`src/rtl/fft_frame_sched.sv`:
```
// Frame scheduler for the pipelined FFT butterfly chain: block indexing, per-stage enables, drain and done.
// Optional frame counter output enabled by defining FFT_FRAME_CNT_EN.
module fft_frame_sched #(
    parameter int BLK_PER_FRAME = 32,
    parameter int NUM_STG       = 3,
    parameter int STG_LAT       = 2,
    parameter int IDX_W         = $clog2(BLK_PER_FRAME)
) (
    input  logic               clk,
    input  logic               rst,
    input  logic               din_valid,
    output logic               in_ready,
    input  logic               flush,
    output logic [IDX_W-1:0]   in_idx,
    output logic [NUM_STG-1:0] stg_en,
    output logic               frame_start,
    output logic               frame_done,
    output logic               err_drop
`ifdef FFT_FRAME_CNT_EN
    ,
    output logic [15:0]        frame_cnt
`endif
);

    localparam int DEPTH = NUM_STG * STG_LAT;
    localparam logic [IDX_W-1:0] LAST_IDX = IDX_W'(BLK_PER_FRAME - 1);

    typedef enum logic [1:0] {
        IDLE  = 2'd0,
        RUN   = 2'd1,
        DRAIN = 2'd2
    } state_t;

    state_t             state_r;
    state_t             state_s;
    logic               accept_s;
    logic               last_s;
    logic [IDX_W-1:0]   idx_r;
    logic [IDX_W-1:0]   idx_s;
    // pipe_v_r carries every accepted block; pipe_d_r only the frame's last block
    logic [DEPTH-1:0]   pipe_v_r;
    logic [DEPTH-1:0]   pipe_d_r;
    logic [DEPTH-1:0]   pipe_v_s;
    logic [DEPTH-1:0]   pipe_d_s;
    logic               frame_start_r;
    logic               err_drop_r;
    logic               in_ready_r;

    // FSM state register
    always_ff @(posedge clk or posedge rst) begin
        if (rst) begin
            state_r <= IDLE;
        end else begin
            state_r <= state_s;
        end
    end

    // FSM next state, accept decision and block index update
    always_comb begin
        state_s  = state_r;
        accept_s = 1'b0;
        last_s   = 1'b0;
        idx_s    = idx_r;
        if (flush) begin
            state_s = IDLE;
            idx_s   = {IDX_W{1'b0}};
        end else begin
            case (state_r)
                IDLE, RUN: begin
                    if (din_valid) begin
                        accept_s = 1'b1;
                        last_s   = (idx_r == LAST_IDX);
                        if (last_s) begin
                            idx_s   = {IDX_W{1'b0}};
                            state_s = DRAIN;
                        end else begin
                            idx_s   = idx_r + IDX_W'(1);
                            state_s = RUN;
                        end
                    end else begin
                        state_s = state_r;
                    end
                end
                DRAIN: begin
                    // frame_done is high this cycle exactly when the last block leaves the final stage
                    if (pipe_d_r[DEPTH-1]) begin
                        state_s = IDLE;
                    end else begin
                        state_s = DRAIN;
                    end
                end
                default: begin
                    state_s = IDLE;
                end
            endcase
        end
    end

    // Delay line shift: new accept enters at bit 0, flush empties it
    always_comb begin
        pipe_v_s = {DEPTH{1'b0}};
        pipe_d_s = {DEPTH{1'b0}};
        if (flush) begin
            pipe_v_s = {DEPTH{1'b0}};
            pipe_d_s = {DEPTH{1'b0}};
        end else begin
            pipe_v_s = (pipe_v_r << 1) | DEPTH'(accept_s);
            pipe_d_s = (pipe_d_r << 1) | DEPTH'(accept_s & last_s);
        end
    end

    // Datapath registers: index, delay line and status flags
    always_ff @(posedge clk or posedge rst) begin
        if (rst) begin
            idx_r         <= {IDX_W{1'b0}};
            pipe_v_r      <= {DEPTH{1'b0}};
            pipe_d_r      <= {DEPTH{1'b0}};
            frame_start_r <= 1'b0;
            err_drop_r    <= 1'b0;
            in_ready_r    <= 1'b1;
        end else begin
            idx_r         <= idx_s;
            pipe_v_r      <= pipe_v_s;
            pipe_d_r      <= pipe_d_s;
            frame_start_r <= accept_s & (idx_r == {IDX_W{1'b0}});
            in_ready_r    <= (state_s != DRAIN);
            if (flush) begin
                err_drop_r <= 1'b0;
            end else begin
                err_drop_r <= err_drop_r | (din_valid & ~in_ready_r);
            end
        end
    end

    // Stage k sees a block (k+1)*STG_LAT cycles after its accept
    for (genvar k = 0; k < NUM_STG; k++) begin : g_stg
        assign stg_en[k] = pipe_v_r[(k+1)*STG_LAT-1];
    end

    assign in_ready    = in_ready_r;
    assign in_idx      = idx_r;
    assign frame_start = frame_start_r;
    assign frame_done  = pipe_d_r[DEPTH-1];
    assign err_drop    = err_drop_r;

`ifdef FFT_FRAME_CNT_EN
    logic [15:0] frame_cnt_r;

    // Completed-frame counter; aborted frames never produce frame_done
    always_ff @(posedge clk or posedge rst) begin
        if (rst) begin
            frame_cnt_r <= 16'd0;
        end else if (pipe_d_r[DEPTH-1]) begin
            frame_cnt_r <= frame_cnt_r + 16'd1;
        end else begin
            frame_cnt_r <= frame_cnt_r;
        end
    end

    assign frame_cnt = frame_cnt_r;
`endif

endmodule

```
`config.mk`:
```
export PLATFORM = sky130hd
export DESIGN_NAME = fft_frame_sched
export DESIGN_NICKNAME = d
export VERILOG_FILES = /design/src/rtl/fft_frame_sched.sv
export SDC_FILE = /design/constraint.sdc
export NUM_CORES = 1
export LEC_CHECK = 0
export ABC_AREA = 1
export BUFFER_PORTS_ARGS = -buffer_cell sky130_fd_sc_hd__buf_2
export CORE_MARGIN = 2
export CORE_UTILIZATION = 53
export CTS_BUF_LIST = sky130_fd_sc_hd__clkbuf_16
export DETAILED_ROUTE_END_ITERATION = 7
export GPL_ROUTABILITY_DRIVEN = 0
export HOLD_SLACK_MARGIN = 0.05
export PLACE_DENSITY = 0.76
export SYNTH_ARGS = -nofsm -noshare
export SYNTH_HDL_FRONTEND = slang
export SYNTH_SLANG_ARGS = --single-unit
```
`constraint.sdc`:
```
create_clock -name clk -period 1.55 [get_ports clk]
set_input_delay 0 -clock clk [delete_from_list [all_inputs] [get_ports clk]]
set_output_delay 0 -clock clk [all_outputs]
set_load 0.02 [all_outputs]
```
== Word level (Yosys, flattened, before mapping) ==
Cells that the tools add are included.
Storage, ports and cells
  register bits: 22
  input port bits: 4
  output and inout bits: 12
  logic and storage cells: 43
Cells by class
  add/subtract/negate cells: 1
  equal/unequal tests: 4
  mux-type cells: 18
  bitwise logic cells: 7
  reduce and logical (&&, ||, !) cells: 6
Operators by type and width (number)
  $mux W5: 4
  $mux W6: 2
  $or A6 B1 Y6: 2
  $mux W2: 4
  $mux W1: 7
  $add A5 B1 Y5 const B: 1
  $eq A5 B5 Y1 const B: 1
  $logic_not A5 Y1: 1
  $pmux W2 S2: 1
  $reduce_bool A2 Y1: 2
  $and A1 B1 Y1: 3
  $eq A2 B1 Y1 const B: 1
  $eq A2 B2 Y1 const B: 1
  $logic_not A2 Y1: 1
  $ne A2 B2 Y1 const B: 1
  $reduce_and A2 Y1: 1
  $reduce_or A2 Y1: 1
  $not A1 Y1: 1
  $or A1 B1 Y1: 1

== Longest topological paths before layout ==
  word-level depth: 7
  depth in mapped cells: 9
  depth with buffers taken out: 9

== Worst setup path before layout ==
No wires, ideal clock.
  path kind: flip-flop to flip-flop
  start: reg idx_r[0], in the netlist in_idx[0]
  end: reg idx_r[3], in the netlist in_idx[3]
  setup time: 0.117 ns
  data arrival time: 1.338 ns
  required time: 1.433 ns
  path slack: 0.095 ns
  stages on the path, launching flop included: 10
  path buffers: 0
  clock period less this slack: 1.455 ns
  path through: dfrtp_1 -> ha_1 -> nand2_1 -> nor2_1 -> ha_1 -> inv_1 -> nand3_2 -> inv_1 -> nand2_1 -> nand2_1
On the way
  word-level cells in the longest chain between the ends: 5
  elaborated cells on any way between the ends: 6
  classes of those cells: 1 x add/sub; 1 x eq/ne; 4 x mux
Ends and longest elaborated chain
  start, declared: RTL line 38  | logic [IDX_W-1:0] idx_r;
  start signal, assigned: RTL line 115  | idx_r <= {IDX_W{1'b0}};
  start signal, assigned: RTL line 122  | idx_r <= idx_s;
  $add A5 B1 Y5 or $eq A5 B5 Y1 (tied branches): RTL line 77, 72
  $mux W5 (*): RTL line 73  | if (last_s) begin
  $mux W5 (*): RTL line 70  | if (din_valid) begin
  $mux W5 (*): RTL line 68  | case (state_r)
  $mux W5 (*): RTL line 64  | if (flush) begin
Every way passes the cells marked *; elsewhere a longest branch is shown, timed or not. The select of a mux whose other input is x is not followed.
A chain may end at the register's enable or synchronous reset.

== Worst setup path after layout ==
  start: reg idx_r[1], in the netlist in_idx[1]
  end: reg idx_r[3], in the netlist in_idx[3]
The elaborated chain is that of the path after synthesis.

==> results.ini <==
[timing]
slew_headroom=0.788
whs_ns=0.0741
finalSetupTns_ns=0
rsz0062_at_grt=no
drv_slew=0
setup_viol=0
fin_crit_ns=1.42
finalHoldViolations=0
fin_skew_ns=0.00464
timing.final.ws_setup_ns=0.132
fmax_ghz=0.705
fin_crit_sh=0.915
worst_pin_slew_ns=0.317

[synthesis]
syn_inst=99
synth_seq_cells=22
synth_area_um2=942
synth_warnings=0
synthesis.nets=107
ys_seq_area_frac=0.586
synthDistinctLibCells=20
syn_area_per_cell_um2=9.52

[global_routing]
grtUsageTotal=0.184
overflow=0
grt_pass1_wl_um=2660
use_met1=0.210
use_met3=0.0275
antenna_found_initial=0
grt.met2_usage=0.317
grt_max_degree=23
top_usage_layer=met2
grt_pass1_vias=642

[finish]
drive_above_1_share=0.256
fillers=135
mostFrequentLayoutCells=20 x dfrtp_1, 19 x inv_1, 18 x nand2_1
antenna_cells=0
area_growth_pct=19.8
fin_cells=142
final_cell_area_um2=1130
finalNetCount=126
final_common_cell=dfrtp_1

[placement]
pre_cts_ws_ns=0.0885
io_buffers=15
placed_cells=136
dp_hpwl_um=1120
place_area_um2=1030

[die]
core_area_um2=1710
ioPinCount=16
die_h_um=46.2
die-area_um2=2130
start_util=0.552
rows=15
die_w_um=46.2

[power_and_ir_drop]
clockPowerShare=0.435
switchingPower_mw=0.248
p_per_area_nw_per_um2=1070
leakagePower_nw=0.610
ir_drop_mv=0.688
switching_share=0.206
power.internal_mw=0.958
combPwrFrac=0.069
power.sequential.fraction=0.496

[routing]
wire_per_inst_um=11.3
vias=645
drc_errors=0
vias_per_cell=4.54
wirelength_um=1600
first_iter_violations=4
firstDrtPassIters=4
ant_nets=0

[worst_setup_path]
cp_max_fo=6
critPathTopFamily=flip-flops
cpPeakStageDelay_ns=0.42
endpoint_kind=flop
critical_path_class=reg2reg
worstPathCellList=ha_2, nand2_1, nor2_2, ha_1, inv_1, nand3_2, inv_1, nand2_1, nand2_1
arrival_ns=1.56
crit_slowest_cell=dfrtp_1
cp_data_required_time_ns=1.69
crit_path_start_kind=flop
crit_buf_inv=2
cp_common_cell=nand2_1

[hold_path]
min_path_type=in2reg

[cts]
cts_tree=yes
numCtsBuffers=3
cts.sinks=22
clkTransAtPathRegs_ns=0.06
cts_buffer_depth=2
cts_root_buf=clkbuf_16
cts_htree_levels=1
worstSkewPairLatency_ns=0.25

[status]
status=finished clean

[run]
maxCapViolations=0

==> stage by stage <==
step                total power [mW]  utilization
detailed placement             0.687        0.601
global placement               0.683        0.601
global route                    1.26        0.661
CTS                             1.22        0.653
floorplan                      0.658            -
finish                          1.21        0.661
==> layer usage <==
metal | share of wire | wire length (um) | up-vias
li1 | - | - | 331
met1 | 0.43 | 691 | 300
met2 | 0.52 | 833 | 10
met3 | 0.029 | 47 | 4
met4 | 0.019 | 31 | 0
met5 | 0 | 0 | -
==> path summary, 6_finish.rpt <==
path	startpoint	end	slack (ns)	cells past startpoint
worst max-delay path	in_idx[1]	in_idx[3]	0.13	9
worst min-delay path	din_valid	pipe_d_r[0]	0.07	3
worst max register to register	in_idx[1]	in_idx[3]	0.13	9
worst min register to register	pipe_v_r[4]	pipe_v_r[5]	0.45	2
max in group asynchronous	rst	in_ready	0.94	4
min in group asynchronous	rst	in_idx[3]	0.33	4
==> kinds of logic after synthesis <==
logic type	synth area share
fa+ha+maj	0.0531
flops	0.586
compound gates	0.0438
simple gates	0.197
buf+inv	0.112
xor+xnor	0.00930
==> worst register-to-register path, cell delays in order, from the launching register on <==
cell and delay, ns:
dfrtp_1 0.42, ha_2 0.22, nand2_1 0.06, nor2_2 0.12, ha_1 0.18, inv_1 0.05, nand3_2 0.09, inv_1 0.06
nand2_1 0.06, nand2_1 0.05
==> power groups by stage <==
stage	Clock [mW]	Sequential, mW	Combinational (mW)
global placement	0	0.606	0.0772
detailed placement	0	0.607	0.0803
global route	0.568	0.599	0.0949
finish	0.525	0.598	0.0834
floorplan	0	0.613	0.0448
CTS	0.544	0.597	0.0826
==> Yosys cell counts, drive strengths merged <==
cell type,count,share of area
a21oi,3,0.028
and2,1,0.0066
buf,4,0.032
dfrtp,21,0.56
dfstp,1,0.028
ha,4,0.053
inv,20,0.080
nand2,18,0.072
nand3,4,0.027
nand4,1,0.0066
nor2,16,0.074
nor3,2,0.011
o21ai,3,0.016
xnor2,1,0.0093
==> final cells by class <==
cell class	instances	area [um^2]	share of cell area
flip-flops and latches	22	553	0.490
clock buffers	3	75.1	0.0665
repair buffers	18	100	0.0887
clock inverters	1	3.75	0.00333
well taps	25	31.3	0.0277
inverters	20	75.1	0.0665
multi-input cells	53	290	0.257
==> flip-flops by register name, indices dropped and copies added, names as in the netlist <==
signal	flops
in_ready	1
state_r	2
err_drop	1
in_idx	5
pipe_v_r	6
frame_start	1
pipe_d_r	6
==> timing repair <==
item | CTS | global route
endpoints found under the hold margin | 22 | 0
resized for setup | 0 | 3
setup endpoints to repair | 0 | 4
buffers inserted | 0 | 1
hold buffers | 1 | 0
Power figures use the tool's default switching activity.
